File: src/rtl/mkio_tx_encoder.sv
// MIL-STD-1553 (MKIO) Manchester transmit encoder: sync, 16 data bits, odd parity.
// Define MKIO_TX_TIMEOUT_EN to build the fail-safe transmit timer.
module mkio_tx_encoder #(
  parameter int unsigned CLK_PER_HALF = 8,
  parameter int unsigned TIMEOUT_CLK  = 12800
) (
  input  logic        clk,
  input  logic        reset_n,
  input  logic [15:0] tx_data,
  input  logic        tx_cd,
  input  logic        tx_ready,
  output logic        busy,
  output logic        tx_p,
  output logic        tx_n,
  output logic        tx_en,
  output logic        done,
  output logic        timeout
);

  typedef enum logic [1:0] {IDLE, SYNC, DATA, PARITY} state_t;

  localparam logic [7:0] CNT_LAST = 8'(CLK_PER_HALF - 1);
  localparam logic [7:0] CNT_PRE  = 8'(CLK_PER_HALF - 2);
  localparam logic [5:0] IDX_LAST = 6'd39;

  state_t      state;
  logic [7:0]  cnt;
  logic [5:0]  idx;
  logic [15:0] shreg;
  logic        cd_r;
  logic        par_r;
  logic [15:0] hold_data;
  logic        hold_cd;
  logic        hold_full;

  logic        accept;
  logic        start;
  logic        abort;
  logic [5:0]  nidx;
  logic        nlvl;

  assign busy   = hold_full | timeout;
  assign accept = tx_ready & ~busy;
  assign start  = hold_full & ~abort &
                  ((state == IDLE) || ((cnt == CNT_LAST) && (idx == IDX_LAST)));
  assign nidx   = idx + 6'd1;

  // Line level of the half-bit about to begin; outputs are registered so the
  // level is computed one half-bit ahead from the pre-shift data register.
  always_comb begin
    nlvl = 1'b0;
    if (nidx < 6'd6)
      nlvl = (nidx < 6'd3) ^ cd_r;
    else if (nidx < 6'd38)
      nlvl = ((nidx[0] || (nidx == 6'd6)) ? shreg[15] : shreg[14]) ^ nidx[0];
    else
      nlvl = par_r ^ nidx[0];
  end

`ifdef MKIO_TX_TIMEOUT_EN
  localparam logic [19:0] TMO_LAST = 20'(TIMEOUT_CLK - 1);

  logic [19:0] tmr;
  logic        tmo_r;

  assign abort   = tx_en & (tmr == TMO_LAST);
  assign timeout = tmo_r;

  always_ff @(posedge clk or negedge reset_n) begin
    if (!reset_n) begin
      tmr   <= '0;
      tmo_r <= 1'b0;
    end else begin
      tmr <= tx_en ? tmr + 20'd1 : '0;
      if (abort)
        tmo_r <= 1'b1;
    end
  end
`else
  assign abort   = 1'b0;
  // Legal TIMEOUT_CLK is never 0, so this is a constant 0 that keeps the parameter referenced.
  assign timeout = (TIMEOUT_CLK == 0);
`endif

  always_ff @(posedge clk or negedge reset_n) begin
    if (!reset_n) begin
      state     <= IDLE;
      cnt       <= '0;
      idx       <= '0;
      shreg     <= '0;
      cd_r      <= 1'b0;
      par_r     <= 1'b0;
      hold_data <= '0;
      hold_cd   <= 1'b0;
      hold_full <= 1'b0;
      tx_p      <= 1'b0;
      tx_n      <= 1'b0;
      tx_en     <= 1'b0;
      done      <= 1'b0;
    end else begin
      done <= 1'b0;
      if (accept) begin
        hold_data <= tx_data;
        hold_cd   <= tx_cd;
        hold_full <= 1'b1;
      end
      if (abort) begin
        state     <= IDLE;
        cnt       <= '0;
        idx       <= '0;
        hold_full <= 1'b0;
        tx_en     <= 1'b0;
        tx_p      <= 1'b0;
        tx_n      <= 1'b0;
      end else if (start) begin
        // Same path for a load from IDLE and a gapless follow-on word.
        state     <= SYNC;
        cnt       <= '0;
        idx       <= '0;
        shreg     <= hold_data;
        cd_r      <= hold_cd;
        par_r     <= ~^hold_data;
        hold_full <= 1'b0;
        tx_en     <= 1'b1;
        tx_p      <= ~hold_cd;
        tx_n      <= hold_cd;
      end else if (state == IDLE) begin
        cnt <= '0;
      end else if (cnt != CNT_LAST) begin
        cnt <= cnt + 8'd1;
        if ((idx == IDX_LAST) && (cnt == CNT_PRE))
          done <= 1'b1;
      end else if (idx == IDX_LAST) begin
        state <= IDLE;
        cnt   <= '0;
        idx   <= '0;
        tx_en <= 1'b0;
        tx_p  <= 1'b0;
        tx_n  <= 1'b0;
      end else begin
        cnt  <= '0;
        idx  <= nidx;
        tx_p <= nlvl;
        tx_n <= ~nlvl;
        if (nidx == 6'd6)
          state <= DATA;
        else if (nidx == 6'd38)
          state <= PARITY;
        if ((state == DATA) && idx[0])
          shreg <= {shreg[14:0], 1'b0};
      end
    end
  end

endmodule
File: config.mk
export PLATFORM = sky130hd
export DESIGN_NAME = mkio_tx_encoder
export DESIGN_NICKNAME = d
export VERILOG_FILES = /design/src/rtl/mkio_tx_encoder.sv
export SDC_FILE = /design/constraint.sdc
export NUM_CORES = 1
export LEC_CHECK = 0
export BUFFER_PORTS_ARGS = -buffer_cell sky130_fd_sc_hd__buf_2
export CAP_MARGIN = 20
export CORE_MARGIN = 1
export CORE_UTILIZATION = 51
export DETAILED_ROUTE_END_ITERATION = 16
export PLACE_DENSITY = 0.73
export REMOVE_ABC_BUFFERS = 1
export SYNTH_ARGS = -nofsm -noshare
export SYNTH_HDL_FRONTEND = slang
export SYNTH_SLANG_ARGS = --single-unit
File: constraint.sdc
create_clock -name clk -period 2.35 [get_ports clk]
set_input_delay 0.235 -clock clk [delete_from_list [all_inputs] [get_ports clk]]
set_output_delay 0.235 -clock clk [all_outputs]
set_load 0.02 [all_outputs]
==> impl_summary.log, run 1 <==
INFO  metric finalHoldViolCount = 0
INFO  metric ys_seq_elements = 56
INFO  metric finClkSkew = 0.005984 ns
INFO  metric floorplan.initialDensity = between 50% and 60%
INFO  metric grt.met2_usage = a little under a third
INFO  metric power.sequential.fraction = approximately two fifths
INFO  metric peakVddDrop = 796.2 µV
INFO  metric crit_required = between 2 and 3 ns
INFO  metric post_synthesis_async_set_or_reset_flop_share = between 90% and 100%
INFO  metric detailedRoute.firstIterationViolations = 66
INFO  metric fillCellCount = around 470
INFO  metric share_clk_of_total_power = 15.5%
INFO  metric setup-tns-final = 0 ns
INFO  metric globalplace.congestion = 0.8899
INFO  metric initial_antenna_violation_count = 0
INFO  metric worst_path_max_delay_cell = or4_4
INFO  metric seq_area_frac_synth = 47.32%
INFO  metric synth_cell_types = 45
INFO  metric synth_top_area_share = a little under half
INFO  metric synth.top_cells.by_area = dfrtp_1 47%, mux2_2 6.8%, mux2i_1 5.4%
INFO  metric avgSynthCellArea = around 11 µm²
INFO  metric wl_per_cell = 14.79 µm
INFO  metric fmax = between 400 and 500 MHz
INFO  metric layout.cells.most_common_list = 56 x dfrtp_1, 28 x nand2_1, 24 x buf_2, 20 x nor2_1
INFO  metric die_y = between 70 and 80 µm
INFO  metric gr-max-usage-layer = met2
INFO  metric worst-endpoint-arrival = about 2.5 ns
INFO  metric path_cells = or4_4 -> or3_4 -> nand2_2 -> o21a_1 -> buf_4 -> o21ai_0 -> a32o_1
INFO  metric io_pins = 26
INFO  metric cts-buffers-inserted = 5
INFO  metric combinationalPowerShare = a little under half
INFO  metric drt_wl_total = ~5.7 mm
INFO  metric cp_slowest_stage_delay = approximately 0.54 ns
INFO  metric track_usage = approximately a fifth
INFO  metric grt_start_max_net_pins = 40
INFO  metric layout.cells.most_common = dfrtp_1
INFO  metric design.final.nets = about 340
INFO  metric slew-limit-headroom = a little over two fifths
INFO  metric tightest_slew = approximately 0.87 ns
INFO  metric timing.critical_path.fanout_max = 4
INFO  metric core_box_area = 5540 µm²
INFO  metric final_max_slew_viol_count = 0
INFO  metric die_w = 78.21 µm
INFO  metric port_buffers = 24
INFO  metric rsz_0062_raised_after_global_routing = yes
INFO  metric hpwl = a little under 4 mm
INFO  metric period_share = between 90% and 100%
INFO  metric worstSetupEndpointType = flip-flop
INFO  metric outcome = finished, final reports clean
INFO  metric antenna_violating_nets_post_route = 0
INFO  metric synthCells = 279
INFO  metric tritoncts = built
INFO  metric cts.root.buffer_cell = clkbuf_8
INFO  metric cts_num_sinks = 56
INFO  metric internal_power = 2.610 mW
INFO  metric p_leak = between 1.5 and 2 nW
INFO  metric global_route.usage.met1 = a little over a quarter
INFO  metric drt-pass1-iter-count = 4
INFO  metric power.switching = 1.582 mW
INFO  metric hold_wc_path_type = in -> async
INFO  metric first_global_vias = ~2k
INFO  metric drcViolationCount = 0
INFO  metric route.vias.total = between 2k and 2.5k
INFO  metric swShare = a little under two fifths
INFO  metric start_kind = flip-flop
INFO  metric grt.met3_usage = 5.349%
INFO  metric avgViaCountPerCell = between 5 and 6
INFO  metric yosys_warnings = 0
INFO  metric worstSkewPairLatency = roughly 0.32 ns
INFO  metric most_area_hungry_cell_type_in_the_yosys_netlist = dfrtp_1
INFO  metric cts-htree-levels = 2
INFO  metric rows = 27
INFO  metric syn2layout_area_growth = 13.43%
INFO  metric grt_remaining_overflow = 0
INFO  metric diodes = 0
INFO  metric layout_cell_share_with_drive_strength_beyond_1 = around 31%
INFO  metric post-route-util = a little over 60%
INFO  metric number_of_hold_buffers_added_after_cts = 0
INFO  metric max-cap-violations = 0
INFO  metric critPathKind = reg -> reg
INFO  metric ff2ff_setup_slack = ~0.055 ns
INFO  metric layout_min_cycle_time = 2.295 ns
INFO  metric path_clk_slew = ~0.10 ns
INFO  metric die_area = roughly 6100 µm²
INFO  metric area_of_the_mapped_netlist = 2962 µm²
INFO  metric number_of_failing_setup_endpoints_in_the_final_timing_report = 0
INFO  metric power_density = 1248 nW/µm²
INFO  metric grt_first_pass_wirelength = ~9.5 mm
INFO  metric ctsLongestPathBuffers = 2
INFO  metric number_of_synthesized_flops_with_an_enable_pin = 0
INFO  metric synth_ff_type = dfrtp_1
-- cells in the mapped netlist, drive strengths merged, types with 2 or more instances --
library cell,n
a21oi,8
a31oi,3
and3,2
buf,8
clkbuf,7
dfrtp,56
ha,5
inv,8
mux2,18
mux2i,16
nand2,29
nand3,9
nand4,3
nor2,20
nor2b,5
nor3,6
nor3b,2
o21a,2
o21ai,27
o22ai,3
or2,2
or3,2
xnor2,18
xor2,6
-- timing repair --
| item | in CTS | in global routing |
|---|---|---|
| pin swaps | 4 | 2 |
| setup endpoints to repair | 16 | 18 |
| resized for setup | 1 | 6 |
| cloned | 0 | 1 |
| buffers inserted | 0 | 2 |
-- registers in the layout, summed over array words and instances (netlist names) --
name       cells
busy           1
cd_r           1
cnt            8
done           1
hold_cd        1
hold_data     16
idx            6
par_r          1
shreg         16
state          2
tx_en          1
tx_n           1
tx_p           1
-- path summary, 6_finish.rpt --
path                                  from      endpoint  cells after the start
worst max-delay path                cnt[5]        idx[2]                      7
worst min-delay path               reset_n        idx[3]                      1
worst max register to register      cnt[5]        idx[2]                      7
worst min register to register      cnt[0]        cnt[0]                      1
max in group asynchronous          reset_n      state[1]                      2
min in group clk                tx_data[7]  hold_data[7]                      2
-- worst max-delay path: cells and delay by family, from the launching register on --
kind / cells / cell delay (ns)
compound gates: 3 / 0.57
flops: 1 / 0.41
buf+inv: 1 / 0.19
simple gates: 3 / 1.03
-- area by class of cell --
type | instances | area, µm² | share of cell area [%]
well taps | 72 | 90.09 | 2.682
inverters | 8 | 30.03 | 0.8939
clock buffers | 6 | 72.57 | 2.160
repair buffers | 42 | 255.2 | 7.598
multi-input cells | 201 | 1471 | 43.80
flip-flops and latches | 56 | 1401 | 41.71
clock inverters | 2 | 38.79 | 1.155
-- routing by layer --
layer,vias up,share of wire (%)
met5,-,0
met4,0,1.7
met3,12,3.9
met2,48,47
met1,1016,47
li1,1038,-
-- metrics by stage --
stage          instance area (µm²)  setup slack, ns  instances  hold WS, ns  total power [mW]
2_1_floorplan                 2861         -0.05681        264     -0.06059             3.034
3_3_place_gp                  3192          0.05240        376       0.3962             3.473
3_5_place_dp                  3192         -0.01301        376       0.4008             3.520
4_1_cts                       3306        -0.004822        384      0.05414             4.181
5_1_grt                       3359         -0.02289        387       0.1054             4.492
6_report                      3359          0.05464        387      0.02408             4.192
-- logic make-up after synthesis --
family                   share of synthesized area, %
multiplexers                                    12.25
other                                          0.1266
flip-flops                                      47.32
XOR/XNOR                                        7.098
adder cells (fa/ha/maj)                         2.112
buffers and inverters                           4.394
AND/OR/NAND/NOR                                 13.94
AO/OA/AOI/OAI                                   12.76
-- power by group through the flow --
stage,clock network (mW),logic (mW),registers [mW]
2_1_floorplan,0,1.45,1.59
3_3_place_gp,0,1.85,1.63
3_5_place_dp,0,1.88,1.64
4_1_cts,0.665,1.89,1.62
5_1_grt,0.697,2.12,1.68
6_report,0.651,1.92,1.63
No activity file was read; power rests on OpenSTA's default activity.
==> run 2: changes to the inputs <==
Settings changed: CELL_PAD_IN_SITES_DETAIL_PLACEMENT set to 1, CELL_PAD_IN_SITES_GLOBAL_PLACEMENT set to 1, CORE_UTILIZATION 51 to 42, PLACE_DENSITY 0.73 to unset, PLACE_DENSITY_LB_ADDON set to 0.1.
==> run 2 against run 1 <==
  * First-iteration DRC count down 11%
  * Design area up 1.8%
  * Largest power group unchanged
  * Die area up 21%
  * Utilization down 10 points
  * Fmax up 0.29%
  * Critical path type unchanged
  * Clock skew up 0.00072 ns
  * Count of clock-buffer cells in the layout up 1
==> impl_summary.log, run 2 (same netlist as run 1, synthesis figures left out) <==
INFO  metric track_usage = ~18%
INFO  metric period_share = slightly below 100%
INFO  metric design.final.nets = roughly 340
INFO  metric min-delay-start = tx_data[3]
INFO  metric wl_per_cell = around 15 µm
INFO  metric slew-limit-headroom = roughly 57%
INFO  metric finalHoldViolCount = 0
INFO  metric crit_required = roughly 2.5 ns
INFO  metric die_area = between 7000 and 8000 µm²
INFO  metric tightest_slew = approximately 0.65 ns
INFO  metric rsz_0062_raised_after_global_routing = yes
INFO  metric diodes = 0
INFO  metric max-cap-violations = 0
INFO  metric initial_antenna_violation_count = 0
INFO  metric antenna_violating_nets_post_route = 0
INFO  metric hold_wc_path_type = in -> reg
INFO  metric die_y = roughly 86 µm
INFO  metric layout_top_registers = hold_data (16), shreg (16), cnt (8)
INFO  metric worstSetupEndpointType = flip-flop
INFO  metric drt_wl_total = just over 6 mm
INFO  metric start_kind = flip-flop
INFO  metric route.vias.total = between 2k and 2.5k
INFO  metric globalplace.congestion = a little over 0.8
INFO  metric peakVddDrop = ~690 µV
INFO  metric number_of_failing_setup_endpoints_in_the_final_timing_report = 0
INFO  metric cts_num_sinks = 56
INFO  metric first_global_vias = approximately 2.1k
INFO  metric worst-endpoint-arrival = approximately 2.5 ns
INFO  metric outcome = finished, final reports clean
INFO  metric layout.cells.most_common = dfrtp_1
INFO  metric tritoncts = built
INFO  metric cts-buffers-inserted = 5
INFO  metric floorplan.initialDensity = 43.59%
INFO  metric grt_start_max_net_pins = 32
INFO  metric r2r.worst_path.cells = 9
INFO  metric syn2layout_area_growth = 15.50%
INFO  metric rows = 30
INFO  metric ff2ff_setup_slack = about 0.06 ns
INFO  metric totalPowerFinal = around 4.2 mW
INFO  metric cts.root.buffer_cell = clkbuf_8
INFO  metric hpwl = roughly 4.6 mm
INFO  metric drt-pass1-iter-count = 5
INFO  metric cts-htree-levels = 2
INFO  metric layout_cell_share_with_drive_strength_beyond_1 = 31.11%
INFO  metric p_leak = around 1.6 nW
INFO  metric core_box_area = ~6800 µm²
INFO  metric grt_remaining_overflow = 0
INFO  metric drcViolationCount = 0
INFO  metric fmax = approximately 440 MHz
INFO  metric path_clk_slew = around 0.090 ns
INFO  metric min_delay_path_depth = 2
INFO  metric critPathKind = reg -> reg
INFO  metric worstHoldEndpoint = hold_data[3]
INFO  metric layout_min_cycle_time = about 2.3 ns
INFO  metric timing.critical_path.fanout_max = 4
INFO  metric avgViaCountPerCell = 5.041
INFO  metric finClkSkew = between 0.006 and 0.007 ns
INFO  metric final_max_slew_viol_count = 0
INFO  metric worstSkewPairLatency = 0.30 ns
INFO  metric power_density = roughly 1200 nW/µm²
INFO  metric port_buffers = 24
INFO  metric finalInstanceArea = roughly 3400 µm²
INFO  metric placed_cell_area = between 3000 and 4000 µm²
INFO  metric grt_first_pass_wirelength = roughly 11 mm
INFO  metric io_pins = 26
INFO  metric layout.cells.most_common_list = 55 x dfrtp_1, 28 x nand2_1, 24 x buf_2, 20 x nor2_1
INFO  metric detailedRoute.firstIterationViolations = 59
INFO  metric die_w = approximately 86 µm
INFO  metric r2r-end = tx_n
INFO  metric ctsLongestPathBuffers = 2
INFO  metric rr_startpoint = idx[0]
-- run 2: cell types whose count changed in the layout (fill, tap and decap cells not counted), sizes merged --
cell	previous run	this run
clkbuf	6	7
inv	9	8
o21ai	28	27
dlygate4sd3	0	1
-- run 2: layout make-up --
class                   count  area (µm²)
fillers                   751        3373
multi-input cells         200        1448
flip-flops and latches     56        1403
repair buffers             43       294.0
well taps                  96       120.1
clock buffers               7       96.34
clock inverters             1       30.03
inverters                   8       30.03
-- run 2: timing repair --
action                                 CTS  global route
setup endpoints to repair                0             4
gates resized for setup                  0             6
endpoints found under the hold margin   26             0
buffers inserted                         0             2
hold buffers                             1             0
-- run 2: how the worst max path moves through the flow --
stage | startpoint | end | slack [ns] | depth (start not counted)
after floorplan | cnt[5] | shreg[10] | -0.06 | 6
after global placement | idx[1] | tx_n | 0.09 | 8
after detailed placement | idx[1] | tx_n | 0.04 | 8
after CTS | idx[1] | tx_n | 0.03 | 8
after global routing | idx[0] | tx_n | -0.04 | 9
final | idx[0] | tx_n | 0.06 | 9
-- run 2: through the flow --
| step | hold slack, ns | setup TNS, ns | setup WS [ns] | std cells | utilization, % |
|---|---|---|---|---|---|
| global route | 0.1407 | -0.04486 | -0.04486 | 411 | 50.35 |
| floorplan | -0.06059 | -0.9160 | -0.05681 | 264 | - |
| finish | 0.1573 | 0 | 0.06122 | 411 | 50.35 |
| global placement | 0.3030 | 0 | 0.08784 | 400 | 47.79 |
| CTS | 0.1461 | 0 | 0.03206 | 409 | 49.80 |
| detailed placement | 0.3009 | 0 | 0.04150 | 400 | 47.79 |
-- run 2: worst max-delay path: stages, from the launching register on --
cell and delay, ns:
dfrtp_1 0.42, inv_1 0.09, ha_1 0.35, nor3b_1 0.21, a21oi_1 0.06, o21ai_0 0.28
or2_2 0.20, nand3_1 0.11, a222oi_1 0.32, o31ai_1 0.13
-- run 2: power breakdown --
| part | switching, mW | internal (mW) |
|---|---|---|
| clock network | 0.304 | 0.376 |
| registers | 0.325 | 1.30 |
| logic | 0.923 | 1.01 |
-- run 2: metal layers --
| layer | part of all wire [%] | track usage (%) | wire length, µm | vias up |
|---|---|---|---|---|
| li1 | - | - | - | 1034 |
| met1 | 47 | 24.13 | 2918 | 1007 |
| met2 | 50 | 31.46 | 3080 | 24 |
| met3 | 2.0 | 3.465 | 126 | 7 |
| met4 | 1.2 | 5.000 | 73 | 0 |
| met5 | 0 | 0 | 0 | - |
